==> config.mk <==
export PLATFORM = sky130hd
export DESIGN_NAME = uart_rx_fifo
export DESIGN_NICKNAME = d
export VERILOG_FILES = /design/src/rtl/uart_pkg.sv /design/src/rtl/uart_fifo_mem.sv /design/src/rtl/uart_rx_fifo.sv
export SDC_FILE = /design/constraint.sdc
export NUM_CORES = 1
export LEC_CHECK = 0
export CELL_PAD_IN_SITES_DETAIL_PLACEMENT = 1
export CELL_PAD_IN_SITES_GLOBAL_PLACEMENT = 2
export CORE_ASPECT_RATIO = 0.5
export CORE_MARGIN = 5
export CORE_UTILIZATION = 45
export DETAILED_ROUTE_END_ITERATION = 12
export GPL_TIMING_DRIVEN = 0
export PLACE_DENSITY = 0.75
export REMOVE_ABC_BUFFERS = 1
export SKIP_CTS_REPAIR_TIMING = 1
export SYNTH_ARGS = -nofsm -noshare
export SYNTH_HDL_FRONTEND = slang
export SYNTH_HIERARCHICAL = 1
export SYNTH_SLANG_ARGS = --single-unit
==> constraint.sdc <==
create_clock -name clk -period 3.4 [get_ports clk]
set_clock_uncertainty 0.05 [all_clocks]
set_input_delay 0.68 -clock clk [delete_from_list [all_inputs] [get_ports clk]]
set_output_delay 0.68 -clock clk [all_outputs]
set_load 0.01 [all_outputs]
==> src/rtl/uart_pkg.sv <==
// uart_pkg: definitions shared by the UART receiver, transmitter and receive FIFO.
//   DEFAULT_DATA_BITS : default character width
//   RX_FLAG_BITS      : per-frame error flags stored with a character {parity, frame}
//   rx_entry_width()  : width of one buffered receive entry
package uart_pkg;

  localparam int unsigned DEFAULT_DATA_BITS = 8;
  localparam int unsigned RX_FLAG_BITS      = 2;

  function automatic int unsigned rx_entry_width(input int unsigned data_bits);
    return data_bits + RX_FLAG_BITS;
  endfunction

endpackage

==> src/rtl/uart_fifo_mem.sv <==
// uart_fifo_mem: WIDTH x DEPTH register array, one synchronous write port and
// one combinational read port. Contents are not reset.
//   clk   : write clock
//   we    : write enable
//   waddr : write index
//   wdata : write data
//   raddr : read index
//   rdata : read data (combinational from raddr)
module uart_fifo_mem #(
  parameter int unsigned WIDTH = 10,
  parameter int unsigned DEPTH = 16
) (
  input  logic                     clk,
  input  logic                     we,
  input  logic [$clog2(DEPTH)-1:0] waddr,
  input  logic [WIDTH-1:0]         wdata,
  input  logic [$clog2(DEPTH)-1:0] raddr,
  output logic [WIDTH-1:0]         rdata
);

  logic [WIDTH-1:0] mem_q [DEPTH];

  always_ff @(posedge clk) begin
    if (we) begin
      mem_q[waddr] <= wdata;
    end
  end

  assign rdata = mem_q[raddr];

endmodule

==> src/rtl/uart_rx_fifo.sv <==
// uart_rx_fifo: first-word-fall-through receive buffer behind the UART receiver.
// Captures {parity_err, frame_err, rx_data} on each data_ready pulse and
// presents the head entry on a valid/ready stream. Frames arriving while full
// (and not being popped) are dropped and recorded in a sticky overrun flag plus
// a saturating 8-bit drop counter.
//   clk, reset_n        : clock, asynchronous active-low reset
//   rx_data, data_ready : character from receiver, one-cycle capture strobe
//   parity_err, frame_err : frame error flags, qualified by data_ready
//   flush               : synchronous clear of all entries (beats push/pop)
//   clear_overrun       : synchronous clear of overrun and overrun_count
//   m_data, m_parity_err, m_frame_err, m_valid, m_ready : head-entry stream
//   count, full, empty  : occupancy
//   overrun, overrun_count : drop reporting
module uart_rx_fifo
  import uart_pkg::*;
#(
  parameter int unsigned DATA_BITS = DEFAULT_DATA_BITS,
  parameter int unsigned DEPTH     = 16
) (
  input  logic                   clk,
  input  logic                   reset_n,
  input  logic [DATA_BITS-1:0]   rx_data,
  input  logic                   data_ready,
  input  logic                   parity_err,
  input  logic                   frame_err,
  input  logic                   flush,
  input  logic                   clear_overrun,
  output logic [DATA_BITS-1:0]   m_data,
  output logic                   m_parity_err,
  output logic                   m_frame_err,
  output logic                   m_valid,
  input  logic                   m_ready,
  output logic [$clog2(DEPTH):0] count,
  output logic                   full,
  output logic                   empty,
  output logic                   overrun,
  output logic [7:0]             overrun_count
);

  localparam int unsigned AW = $clog2(DEPTH);
  localparam int unsigned CW = AW + 1;
  localparam int unsigned EW = rx_entry_width(DATA_BITS);

  logic [AW-1:0] wr_ptr_q, wr_ptr_d;
  logic [AW-1:0] rd_ptr_q, rd_ptr_d;
  logic [CW-1:0] count_q, count_d;
  logic          overrun_q, overrun_d;
  logic [7:0]    ovr_cnt_q, ovr_cnt_d;

  logic          pop;
  logic          push_ok;
  logic          drop;
  logic          mem_we;
  logic [EW-1:0] wr_entry;
  logic [EW-1:0] rd_entry;

  assign empty   = (count_q == '0);
  assign full    = (count_q == CW'(DEPTH));
  assign m_valid = !empty;

  assign pop     = m_valid & m_ready;
  // A pop in the same cycle frees a slot, so a push into a full FIFO succeeds.
  assign push_ok = data_ready & (!full | pop);
  // Flush discards the incoming frame outright; it is not treated as a drop.
  assign drop    = data_ready & full & !pop & !flush;
  assign mem_we  = push_ok & !flush;

  assign wr_entry = {parity_err, frame_err, rx_data};

  uart_fifo_mem #(
    .WIDTH (EW),
    .DEPTH (DEPTH)
  ) u_mem (
    .clk   (clk),
    .we    (mem_we),
    .waddr (wr_ptr_q),
    .wdata (wr_entry),
    .raddr (rd_ptr_q),
    .rdata (rd_entry)
  );

  assign m_parity_err = rd_entry[EW-1];
  assign m_frame_err  = rd_entry[EW-2];
  assign m_data       = rd_entry[DATA_BITS-1:0];

  assign count         = count_q;
  assign overrun       = overrun_q;
  assign overrun_count = ovr_cnt_q;

  always_comb begin
    wr_ptr_d  = wr_ptr_q;
    rd_ptr_d  = rd_ptr_q;
    count_d   = count_q;
    overrun_d = overrun_q;
    ovr_cnt_d = ovr_cnt_q;

    if (flush) begin
      wr_ptr_d = '0;
      rd_ptr_d = '0;
      count_d  = '0;
    end else begin
      if (push_ok) wr_ptr_d = wr_ptr_q + AW'(1);
      if (pop)     rd_ptr_d = rd_ptr_q + AW'(1);
      unique case ({push_ok, pop})
        2'b10:   count_d = count_q + CW'(1);
        2'b01:   count_d = count_q - CW'(1);
        default: count_d = count_q;
      endcase
    end

    // A drop coinciding with clear_overrun restarts the count at one.
    if (drop) begin
      overrun_d = 1'b1;
      if (clear_overrun)          ovr_cnt_d = 8'd1;
      else if (ovr_cnt_q != '1)   ovr_cnt_d = ovr_cnt_q + 8'd1;
    end else if (clear_overrun) begin
      overrun_d = 1'b0;
      ovr_cnt_d = '0;
    end
  end

  always_ff @(posedge clk or negedge reset_n) begin
    if (!reset_n) begin
      wr_ptr_q  <= '0;
      rd_ptr_q  <= '0;
      count_q   <= '0;
      overrun_q <= 1'b0;
      ovr_cnt_q <= '0;
    end else begin
      wr_ptr_q  <= wr_ptr_d;
      rd_ptr_q  <= rd_ptr_d;
      count_q   <= count_d;
      overrun_q <= overrun_d;
      ovr_cnt_q <= ovr_cnt_d;
    end
  end

endmodule

# == Yosys cells after proc, flatten, opt, wreduce, memory -nomap -nowiden ==
# Memories as Yosys holds them, arrays and structs flattened.
# Index checks and enable logic that the tools add are counted.
# word_totals
ff_bits,22
input_bits,16
memories,1
mem_bits_rw,160
output_inout_bits,27
# memory_table
name,words,width,rd,rd_clocked_by_memory_dff,wr,line,source
u_mem.mem_q,16,10,1,0,1,uart_fifo_mem.sv:21,logic [WIDTH-1:0] mem_q [DEPTH];
# op_classes
n_reduce_logical,11
n_eq_ne,4
bitwise,7
muxes,14
addsub,5
# ops
op,n
8-bit 2-to-1 mux,4
4-bit 2-to-1 mux,4
5-bit case mux with 2 select lines,1
4-bit by 1-bit adder with 4-bit output (second input constant),2
8-bit by 1-bit adder with 8-bit output (second input constant),1
8-bit != test (second input constant),1
2-bit nonzero test,4
1-bit bitwise AND,6
5-bit by 1-bit adder with 5-bit output (second input constant),1
5-bit equality test (second input constant),1
5-bit logical NOT,1
5-bit 2-to-1 mux,1
5-bit by 1-bit subtractor with 5-bit output (second input constant),1
1-bit logical NOT,4
1-bit 2-to-1 mux,4
3-bit nonzero test,1
2-bit by 1-bit equality test with 1-bit output (second input constant),1
2-bit equality test (second input constant),1
2-bit AND reduction,1
1-bit bitwise OR,1

# == Longest topological paths before layout ==
# Gate-level depths: netlist of the first run.
# depth
ltp_word,8
depth_mapped,8

# == Cells and area by module ==
# Netlist of the first run, hierarchy kept.
# by_module_without_submodules
module,cells_each,instances,area_each_um2,seq_area_each_um2
uart_fifo_mem,269,1,6153.4,4804.6
uart_rx_fifo,144,1,1331.3,550.5

# == Worst setup path before layout of the first run ==
# OpenSTA, ideal clock, no wires.
# synth_timing
kind,input port to flip-flop
from,input port m_ready
to,"memory u_mem.mem_q[0][0], enable pin"
stages,5
arrival_ns,2.262
setup_slack_ns,0.698
required_ns,2.960
setup_time_ns,0.390
path_cell_list,nor2b_1 a21o_1 nor2_1 or3b_1 nor3_1
# synth_via
elab_chain_cells,6
# synth_rtl
item,line,source
start: declaration,uart_rx_fifo.sv:32,"input logic m_ready,"
1-bit bitwise AND,uart_rx_fifo.sv:61,assign pop = m_valid & m_ready;
1-bit bitwise OR,uart_rx_fifo.sv:63,assign push_ok = data_ready & (!full | pop);
1-bit bitwise AND,uart_rx_fifo.sv:63,
1-bit bitwise AND,uart_rx_fifo.sv:66,assign mem_we = push_ok & !flush;
named net mem_we,uart_rx_fifo.sv:53,logic mem_we;
1-bit 2-to-1 mux,uart_fifo_mem.sv:24,if (we) begin
1-bit 2-to-1 mux (implied by the code),uart_fifo_mem.sv:25,mem_q[waddr] <= wdata;
end: declaration,uart_fifo_mem.sv:21,
# The timed path passes the listed nets, and every way through them passes these cells.

# == Worst setup path after layout of the first run ==
# layout_timing
from,register rd_ptr_q[0]
to,output port m_data[5]
# layout_via
elab_chain_cells,1
# layout_rtl
item,line,source
start: declaration,uart_rx_fifo.sv:45,"logic [AW-1:0] rd_ptr_q, rd_ptr_d;"
start signal: assignment,uart_rx_fifo.sv:131,rd_ptr_q <= rd_ptr_d;
memory 16 x 10 bit,--,
end: declaration,uart_rx_fifo.sv:28,"output logic [DATA_BITS-1:0] m_data,"
# No other way between the ends.

==> impl_results.md, run 1 <==
- Iter 0 DRT Violations: 319
- Pre-antenna DRT Iters: 5
- Final Hold Vio Count: 0
- Outcome: completed
- Hold WC Path Type: reg -> reg
- # nets final: 493
- Xor/xnor cell area share of the yosys netlist: 0.00702
- Pins Over Slew Limit: 0
- Tot Pwr: 5.63 mW
- Crit path time final: 3.34 ns
- RSZ-0062 raised after global routing: true
- Synth top area cells: edfxtp_1, mux4_2, dfrtp_1
- Worst skew pair latency: 0.42 ns
- Port Buf Inserts: 42
- Share of cells above drive strength 1: 0.188
- FF+latch count, synth: 182
- Vias in the first global route: 4223
- Yosys top cell area share: 0.642
- Net Sw Frac: 0.276
- Compound-Gate Fraction of Synth Area: 0.0523
- Met2 Use GR: 0.292
- GR Util met1: 0.261
- Main combinational cell family by area after synthesis: multiplexers
- Cts bufs inserted: 17
- First-pass GRT wire length: 25900 um
- Synthesized area per cell: 18.1 um2
- Final WL: 17200 um
- Met3 usage: 0.0461
- Critical Path Source Type: register
- IR drop worst, VDD: 0.422 mV
- Commonest non-fill, non-tap cells in the layout: edfxtp_1, clkdlybuf4s50_1, mux4_2
- CP endpoint kind: primary output
- H-tree levels: 4
- DR WL/cell: 24.2 um
- Worst slew margin: 0.176
- Worst slack at placement: -0.413 ns
- Commonest non-fill, non-tap cell in the layout: edfxtp_1
- Pint: 4.08 mW
- Power share of the combinational group: 0.214
- Initial Utilization: 0.458
- Synth Instances: 413
- Vias/cell: 5.77
- Top_reg_cell synth: edfxtp_1
- Smallest hold slack: 0.472 ns
- Distinct cell type count after synthesis: 51
- Largest net degree at the start of global routing: 28
- Post-detail-place hpwl: 10800 um
- GP Congestion: 0.750
- GRT Total Usage: 0.184
- GRT overflow: 0
- # rows: 33
- Critical path class: reg -> out
- Fmax: 300 MHz
- Area leader, netlist: edfxtp_1
- Syn. warnings: 6
- Area Growth Syn to Fin: 18.9%
- Antenna violations before repair: 0
- EDFF count, synth: 160
- Final setup viols: 0
- Boundary pin count: 43
- Pwr Density: 633 nW/um2
- LEAKAGE: 2.93 nW
- Max Cap Viol: 0
- Final worst path period share: 0.981
- Global route hottest layer: met2
- Root Driver: clkbuf_16
- Routed via count: 4094
- CTS Buffer Depth: 2
- WP data arrival: 2.61 ns
- CTS tree: yes
- Core Area: 16400 um2
- Synthesized-area fraction occupied by and/or/nand/nor cells: 0.0608
- Sequential Power Share: 0.461
- Async S/R FF share, synth: 0.121
- Die width: 192 um
- DRC violations left: 0
- Worst-Margin Slew: 1.23 ns
- Adder-Cell Fraction of Synth Area: 0.0127
- Final ANT Viol Nets: 0
- Clock network power share: 0.325
- Sequential share of the synthesized area: 0.715
- Die area: 19500 um2
- Mux cell area share after synthesis: 0.133
- P_sw: 1.55 mW
- Num Clock Sinks: 182
- Clock-pin slew on the worst setup and hold paths: 0.07 ns
- Ant. Diodes: 0
- Die height: 101 um
- Post-Syn Area: 7480 um2
- Max FO, Critical Path: 10
- Post-route worst setup slack: 0.0645 ns
- Req. time, crit path: 2.67 ns
[routing by layer]
layer / vias to the layer above / wire length [um]
met5: - / 0
met4: 0 / 112
met3: 13 / 1150
met2: 119 / 8180
met1: 2161 / 7720
li1: 1801 / -
[registers in the layout, indices dropped and copies added, names as in the netlist]
register / count
overrun_count: 8
wr_ptr_q: 4
overrun: 1
rd_ptr_q: 4
u_mem/mem_q: 160
count: 5
[worst max-delay path: stages (launching register included)]
cell,delay [ns]
dfrtp_4,0.56
buf_12,0.17
mux4_1,0.54
a22oi_1,0.33
nand2_1,0.09
clkdlybuf4s50_1,0.49
[cells in the mapped netlist, types with 5 or more instances]
master and count:
mux4_2 28, ha_1 6, nor2b_1 5, nor3_1 7, buf_1 6, mux4_1 12
inv_1 9, a22oi_1 20, nand3_1 9, a21oi_1 11, edfxtp_1 160, o21ai_0 5
dfrtp_1 22, nand2_1 17, nor2_1 28
[power by group through the flow]
| stage | combinational (mW) | sequential (mW) | clock (mW) |
|---|---|---|---|
| after detailed placement | 1.06 | 2.68 | 0 |
| after CTS | 1.07 | 2.63 | 1.89 |
| after floorplan | 0.600 | 2.67 | 0 |
| final | 1.20 | 2.59 | 1.83 |
| after global routing | 1.30 | 2.60 | 2.00 |
| after global placement | 0.960 | 2.72 | 0 |
[per-stage QoR]
| step | instance area [um2] | instances | setup TNS, ns | util |
|---|---|---|---|---|
| final | 8900 | 710 | 0 | 0.544 |
| after CTS | 8740 | 702 | -3.91 | 0.534 |
| after detailed placement | 8190 | 670 | -28.16 | 0.501 |
| after global placement | 8090 | 665 | -45.58 | 0.494 |
| after floorplan | 7380 | 396 | 0 | - |
| after global routing | 8900 | 710 | -0.0676 | 0.544 |
[cells by family (layout without fill, tap and decap cells)]
logic type      after synthesis  in the layout
compound gates               57             57
xor+xnor                      6              6
fa+ha+maj                     7              7
buf+inv                      26             96
flops                       182            182
mux                          45             45
simple gates                 90             90
[final cells by class]
cell class	instances	area [um2]
clock buffers	17	425
flip-flops and latches	182	5360
inverters	9	33.8
fillers	1517	7450
well taps	227	284
clock inverters	15	123
repair buffers	55	603
multi-input cells	205	2070
[path summary, 6_finish.rpt]
kind	start	end	slack, ns	cells past startpoint
max in group asynchronous	reset_n	rd_ptr_q[1]	1.73	1
min	overrun_count[6]	overrun_count[6]	0.47	1
min reg2reg	overrun_count[6]	overrun_count[6]	0.47	1
max	rd_ptr_q[0]	m_data[5]	0.06	5
min in group asynchronous	reset_n	overrun_count[6]	0.79	1
max reg2reg	count[1]	count[4]	0.41	8
No activity file was read; power rests on OpenSTA's default activity.
==> inputs of run 2 (changes only) <==
--- a/config.mk
+++ b/config.mk
@@ -12,10 +12,9 @@
 export CORE_UTILIZATION = 45
 export DETAILED_ROUTE_END_ITERATION = 12
 export GPL_TIMING_DRIVEN = 0
-export PLACE_DENSITY = 0.75
+export PLACE_DENSITY = 0.74
 export REMOVE_ABC_BUFFERS = 1
 export SKIP_CTS_REPAIR_TIMING = 1
 export SYNTH_ARGS = -nofsm -noshare
 export SYNTH_HDL_FRONTEND = slang
-export SYNTH_HIERARCHICAL = 1
 export SYNTH_SLANG_ARGS = --single-unit
==> constraint.sdc (replaced) <==
create_clock -name clk -period 3.9 [get_ports clk]
set_clock_uncertainty 0.05 [all_clocks]
set_input_delay 0.78 -clock clk [delete_from_list [all_inputs] [get_ports clk]]
set_output_delay 0.78 -clock clk [all_outputs]
set_load 0.01 [all_outputs]
==> impl_results.md, run 2 <==
- Area leader, netlist: edfxtp_1 (unchanged)
- DR WL/cell: 23.8 um (was 24.2 um)
- Boundary pin count: 43 (unchanged)
- Vias/cell: 5.63 (was 5.77)
- First-pass GRT wire length: 25400 um (was 25900 um)
- Outcome: completed (unchanged)
- Synth top area cells: edfxtp_1, mux4_2, dfrtp_1 (unchanged)
- Smallest hold slack: 0.487 ns (was 0.472 ns)
- Post-Syn Area: 7460 um2 (was 7480 um2)
- Hold WC Path Type: reg -> reg (unchanged)
- # nets final: 466 (was 493)
- Max FFs per register: 160 (unchanged)
- Worst slack at placement: -0.111 ns (was -0.413 ns)
- Adder-Cell Fraction of Synth Area: 0.0178 (was 0.0127)
- WP data arrival: 2.87 ns (was 2.61 ns)
- Synthesized-area fraction occupied by and/or/nand/nor cells: 0.0577 (was 0.0608)
- Async S/R FF share, synth: 0.121 (unchanged)
- Critical path class: reg -> out (unchanged)
- Die height: 101 um (about the same)
- GRT overflow: 0 (unchanged)
- CTS tree: yes (unchanged)
- Fmax: 270 MHz
- Synth Instances: 389 (was 413)
- Met3 Wirelength: 758 um (was 1150 um)
- Met2 wire len: 7930 um (was 8180 um)
- Share of cells above drive strength 1: 0.245 (was 0.188)
- Area Growth Syn to Fin: 18.9% (about the same)
- Xor/xnor cell area share of the yosys netlist: 0.0129 (was 0.00702)
- H-tree levels: 4 (unchanged)
- Synthesized area per cell: 19.2 um2 (was 18.1 um2)
- Final setup viols: 0 (unchanged)
- CTS Buffer Depth: 2 (unchanged)
- Root Driver: clkbuf_16 (unchanged)
- Pins Over Slew Limit: 0 (unchanged)
- Final WL: 16200 um (was 17200 um)
- Pwr Density: 567 nW/um2 (was 633 nW/um2)
- FF+latch count, synth: 182 (unchanged)
- Final ANT Viol Nets: 0 (unchanged)
- Post-Route M1 WL: 7360 um (was 7720 um)
- Routed via count: 3827 (was 4094)
- Crit path time final: 3.70 ns
- Worst slew margin: 0.0765 (was 0.176)
- Final worst path period share: 0.949
- Cts bufs inserted: 17 (unchanged)
- # rows: 33 (unchanged)
- Die width: 192 um (about the same)
- Most common cell in the netlist: edfxtp_1 (unchanged)
- Largest reg by FF count: u_mem.mem_q (was u_mem/mem_q)
- Hold Startpoint: overrun (was overrun_count[6])
- GP Congestion: 0.749 (was 0.750)
- Max FO, Critical Path: 21 (was 10)
- Clock-pin slew on the worst setup and hold paths: 0.07 ns (about the same)
- Top_reg_cell synth: edfxtp_1 (unchanged)
- Critical Path Source Type: register (unchanged)
- Worst reg2reg setup slack: 0.77 ns (was 0.41 ns)
- Post-detail-place hpwl: 9840 um (was 10800 um)
- Main combinational cell family by area after synthesis: multiplexers (unchanged)
- Req. time, crit path: 3.07 ns (was 2.67 ns)
- LEAKAGE: 2.88 nW (was 2.93 nW)
- Vias in the first global route: 4292 (was 4223)
- Syn. warnings: 0 (was 6)
- Post-route worst setup slack: 0.200 ns (was 0.0645 ns)
- Compound-Gate Fraction of Synth Area: 0.0190 (was 0.0523)
- Distinct cell type count after synthesis: 43 (was 51)
- Max Cap Viol: 0 (unchanged)
- Top Metal Used: met4 (unchanged)
- EDFF count, synth: 160 (unchanged)
- Antenna violations before repair: 0 (unchanged)
- Top post-synthesis cells by count: edfxtp_1, mux4_2, nor2_1 (unchanged)
- RSZ-0062 raised after global routing: false (was true)
- Largest net degree at the start of global routing: 44 (was 28)
- Yosys top cell area share: 0.644 (was 0.642)
- Sequential share of the synthesized area: 0.718 (was 0.715)
- IR drop worst, VDD: 0.333 mV (was 0.422 mV)
- Worst-Margin Slew: 1.38 ns (was 1.23 ns)
- Commonest non-fill, non-tap cell in the layout: edfxtp_1 (unchanged)
- Iter 0 DRT Violations: 241 (was 319)
- Ant. Diodes: 0 (unchanged)
- Num Clock Sinks: 182 (unchanged)
- Pre-antenna DRT Iters: 4 (was 5)
- RR Startpoint: count[1] (unchanged)
- Fill cells: 1450 (was 1517)
- DRC violations left: 0 (unchanged)
- Worst skew pair latency: 0.43 ns (was 0.42 ns)
- Initial Utilization: 0.457 (was 0.458)
- CP endpoint kind: primary output (unchanged)
- GRT Total Usage: 0.179 (was 0.184)
- Die area: 19400 um2 (was 19500 um2)
- Multi-input gate area: 2010 um2 (was 2070 um2)
- Port Buf Inserts: 42 (unchanged)
- Register area: 5360 um2 (about the same)
- Core Area: 16300 um2 (was 16400 um2)
- Commonest non-fill, non-tap cells in the layout: edfxtp_1, mux4_2, clkdlybuf4s50_1 (was edfxtp_1, clkdlybuf4s50_1, mux4_2)
- Final Hold Vio Count: 0 (unchanged)
- Worst Setup SP: rd_ptr_q[0] (unchanged)
- Mux cell area share after synthesis: 0.160 (was 0.133)
==> run 2: path summary, 6_finish.rpt <==
check                      cells after the start          end
max                                            4    m_data[4]
min                                            2      overrun
max reg2reg                                   10     count[4]
min reg2reg                                    2      overrun
max in group asynchronous                      1  rd_ptr_q[0]
min in group asynchronous                      1     count[2]
==> run 2: metal layers <==
metal / global-route usage / vias to the layer above
met5: 0 / -
met4: 0.0427 / 0
met2: 0.291 / 101
met1: 0.251 / 2053
li1: - / 1660
met3: 0.0426 / 13
==> run 2: kinds of logic after synthesis <==
group / count (synthesis)
AOI/OAI and AO/OA: 24
xor gates and xnor gates: 11
adders and majority gates: 10
buffers and inverters: 26
DFF: 182
muxes: 56
and+or+nand+nor: 80
==> run 2: worst max-delay path: stages, from the launching register on <==
cell and delay [ns]:
dfrtp_4 0.66, buf_12 0.27, mux4_2 0.54, mux4_2 0.46, clkdlybuf4s50_1 0.50
==> run 2: final cells by class <==
cell class / instances / area share
clock inverter: 15 / 0.0224
inverter: 7 / 0.00296
tap: 227 / 0.0320
multi-input combinational: 181 / 0.227
clock buffer: 17 / 0.0480
timing repair buffer: 51 / 0.0627
sequential: 182 / 0.605
==> run 2: per-stage QoR <==
stage / power (mW) / std cells / setup TNS (ns) / util / area (um2)
after global placement: 3.25 / 639 / -29.24 / 0.495 / 8080
after detailed placement: 3.28 / 644 / -5.65 / 0.501 / 8170
final: 5.02 / 680 / 0 / 0.543 / 8860
after floorplan: 2.92 / 370 / 0 / - / 7370
after CTS: 5.02 / 676 / -0.367 / 0.539 / 8790
after global routing: 5.28 / 680 / 0 / 0.543 / 8860
==> run 2: power breakdown <==
group	internal [mW]	switching, mW	leakage, nW	total (mW)
logic	0.580	0.430	0.840	1.01
clock network	0.884	0.862	0.301	1.75
registers	2.17	0.102	1.74	2.27
total	3.63	1.39	2.88	5.02
==> inputs of run 3 (changes only) <==
--- a/config.mk
+++ b/config.mk
@@ -15,6 +15,7 @@
 export PLACE_DENSITY = 0.74
 export REMOVE_ABC_BUFFERS = 1
 export SKIP_CTS_REPAIR_TIMING = 1
+export SLEW_MARGIN = 10
 export SYNTH_ARGS = -nofsm -noshare
 export SYNTH_HDL_FRONTEND = slang
 export SYNTH_SLANG_ARGS = --single-unit
==> impl_results.md, run 3 (synthesis gave the netlist of run 2 again) <==
- Final setup viols: 0 (unchanged)
- CP endpoint kind: primary output (unchanged)
- Crit path time final: 3.61 ns (was 3.70 ns)
- Pins Over Slew Limit: 0 (unchanged)
- Area Growth Syn to Fin: 18.0% (was 18.9%)
- Clock network power share: 0.345 (was 0.347)
- GRT Total Usage: 0.187 (was 0.179)
- Worst-Margin Slew: 1.20 ns (was 1.38 ns)
- Critical path class: reg -> out (unchanged)
- Worst skew pair latency: 0.43 ns (about the same)
- Max FFs per register: 160 (unchanged)
- Worst slew margin: 0.196 (was 0.0765)
- Antenna violations before repair: 0 (unchanged)
- Die height: 101 um (unchanged)
- Core Area: 16300 um2 (unchanged)
- Ant. Diodes: 0 (unchanged)
- Routed via count: 3768 (was 3827)
- Final ANT Viol Nets: 0 (unchanged)
- Outcome: completed (unchanged)
- Cts bufs inserted: 17 (unchanged)
- Final worst path period share: 0.925 (was 0.949)
- Critical Path Source Type: register (unchanged)
- GP Congestion: 0.749 (unchanged)
- Share of cells above drive strength 1: 0.263 (was 0.245)
- Pint: 3.64 mW (was 3.63 mW)
- Boundary pin count: 43 (unchanged)
- Commonest non-fill, non-tap cell in the layout: edfxtp_1 (unchanged)
- Largest net degree at the start of global routing: 41 (was 44)
- Pwr Density: 563 nW/um2 (was 567 nW/um2)
- Tot Pwr: 4.96 mW (was 5.02 mW)
- H-tree levels: 4 (unchanged)
- Hold WC Path Type: reg -> reg (unchanged)
- DRC violations left: 0 (unchanged)
- RSZ-0062 raised after global routing: false (unchanged)
- Max FO, Critical Path: 40 (was 21)
- R2R depth: 10 (unchanged)
- Fill cells: 1460 (was 1450)
- Port Buf Inserts: 42 (unchanged)
- Power share of the combinational group: 0.204 (was 0.201)
- WP data arrival: 2.78 ns (was 2.87 ns)
- Net Sw Frac: 0.266 (was 0.278)
- Vias/cell: 5.57 (was 5.63)
- Largest reg by FF count: u_mem.mem_q (unchanged)
- Die area: 19400 um2 (unchanged)
- Num Clock Sinks: 182 (unchanged)
- Commonest non-fill, non-tap cells in the layout: edfxtp_1, mux4_2, clkdlybuf4s50_1 (unchanged)
- Pre-antenna DRT Iters: 4 (unchanged)
- LEAKAGE: 2.84 nW (was 2.88 nW)
- P_sw: 1.32 mW (was 1.39 mW)
- Sequential Power Share: 0.451 (was 0.452)
- Initial Utilization: 0.457 (unchanged)
- Max Cap Viol: 0 (unchanged)
- Req. time, crit path: 3.07 ns (about the same)
- CTS tree: yes (unchanged)
- IR drop worst, VDD: 0.325 mV (was 0.333 mV)
- # rows: 33 (unchanged)
- CTS Buffer Depth: 2 (unchanged)
- Clock-pin slew on the worst setup and hold paths: 0.07 ns (about the same)
- First-pass GRT wire length: 26400 um (was 25400 um)
- DR WL/cell: 24.3 um (was 23.8 um)
- Iter 0 DRT Violations: 221 (was 241)
- Fmax: 277 MHz (was 270 MHz)
- Root Driver: clkbuf_16 (unchanged)
- Final WL: 16500 um (was 16200 um)
- Post-detail-place hpwl: 9910 um (was 9840 um)
- # nets final: 463 (was 466)
- Hold Path Stages: 2 (unchanged)
- Final Hold Vio Count: 0 (unchanged)
- Smallest hold slack: 0.502 ns (was 0.487 ns)
- GRT overflow: 0 (unchanged)
- Die width: 192 um (unchanged)
- Vias in the first global route: 4312 (was 4292)
-- run 3: changes by cell type in the layout (fill, tap and decap cells not counted) --
cell,change
nor2_1,-11
clkinvlp_4,+1
buf_12,-1
inv_6,+3
nor2_2,+11
bufinv_16,+1
clkinv_4,+1
inv_12,-2
clkinv_8,-5
buf_6,-4
buf_4,+2
-- run 3: final timing paths --
check                           slack (ns)        start           to
worst min-delay path                  0.50      overrun      overrun
max in group asynchronous             2.16      reset_n  rd_ptr_q[0]
worst max register to register        0.86     count[1]     count[4]
min in group asynchronous             0.86      reset_n     count[0]
worst max-delay path                  0.29  rd_ptr_q[0]    m_data[3]
worst min register to register        0.50      overrun      overrun
-- run 3: cell type report --
cell class                 count  area [um2]  share of cell area
multi-input combinational    181        2040               0.232
inverter                       7        26.3             0.00299
clock buffer                  17         425              0.0483
timing repair buffer          48         505              0.0574
sequential                   182        5360               0.609
clock inverter                14         158              0.0179
tap                          227         284              0.0323
-- run 3: metal layers --
layer,track usage,vias to the layer above,part of all wire
met3,0.0446,13,0.056
met5,0,-,0
li1,-,1656,-
met4,0.0416,0,0.0086
met1,0.259,1991,0.44
met2,0.306,108,0.50
-- run 3: per-stage QoR --
step	worst slack [ns]	cell area, um2	util	std cells	TNS [ns]
3_5_place_dp	-0.0905	8190	0.502	645	-5.36
4_1_cts	0.237	8770	0.538	676	0
2_1_floorplan	0.190	7370	-	370	0
5_1_grt	0.182	8800	0.540	676	0
3_3_place_gp	-0.916	8080	0.495	639	-29.24
6_report	0.294	8800	0.540	676	0
-- run 3: critical path, cell delays in order, from the launching register on --
cell,delay (ns)
dfrtp_4,0.46
buf_16,0.29
mux4_2,0.56
mux4_2,0.49
clkdlybuf4s50_1,0.51
-- run 3: power groups by stage --
| stage | clock, mW | combinational (mW) | sequential, mW |
|---|---|---|---|
| final | 1.71 | 1.01 | 2.24 |
| after detailed placement | 0 | 1.02 | 2.28 |
| after floorplan | 0 | 0.565 | 2.35 |
| after global placement | 0 | 0.851 | 2.40 |
| after CTS | 1.74 | 1.04 | 2.24 |
| after global routing | 1.84 | 1.10 | 2.25 |
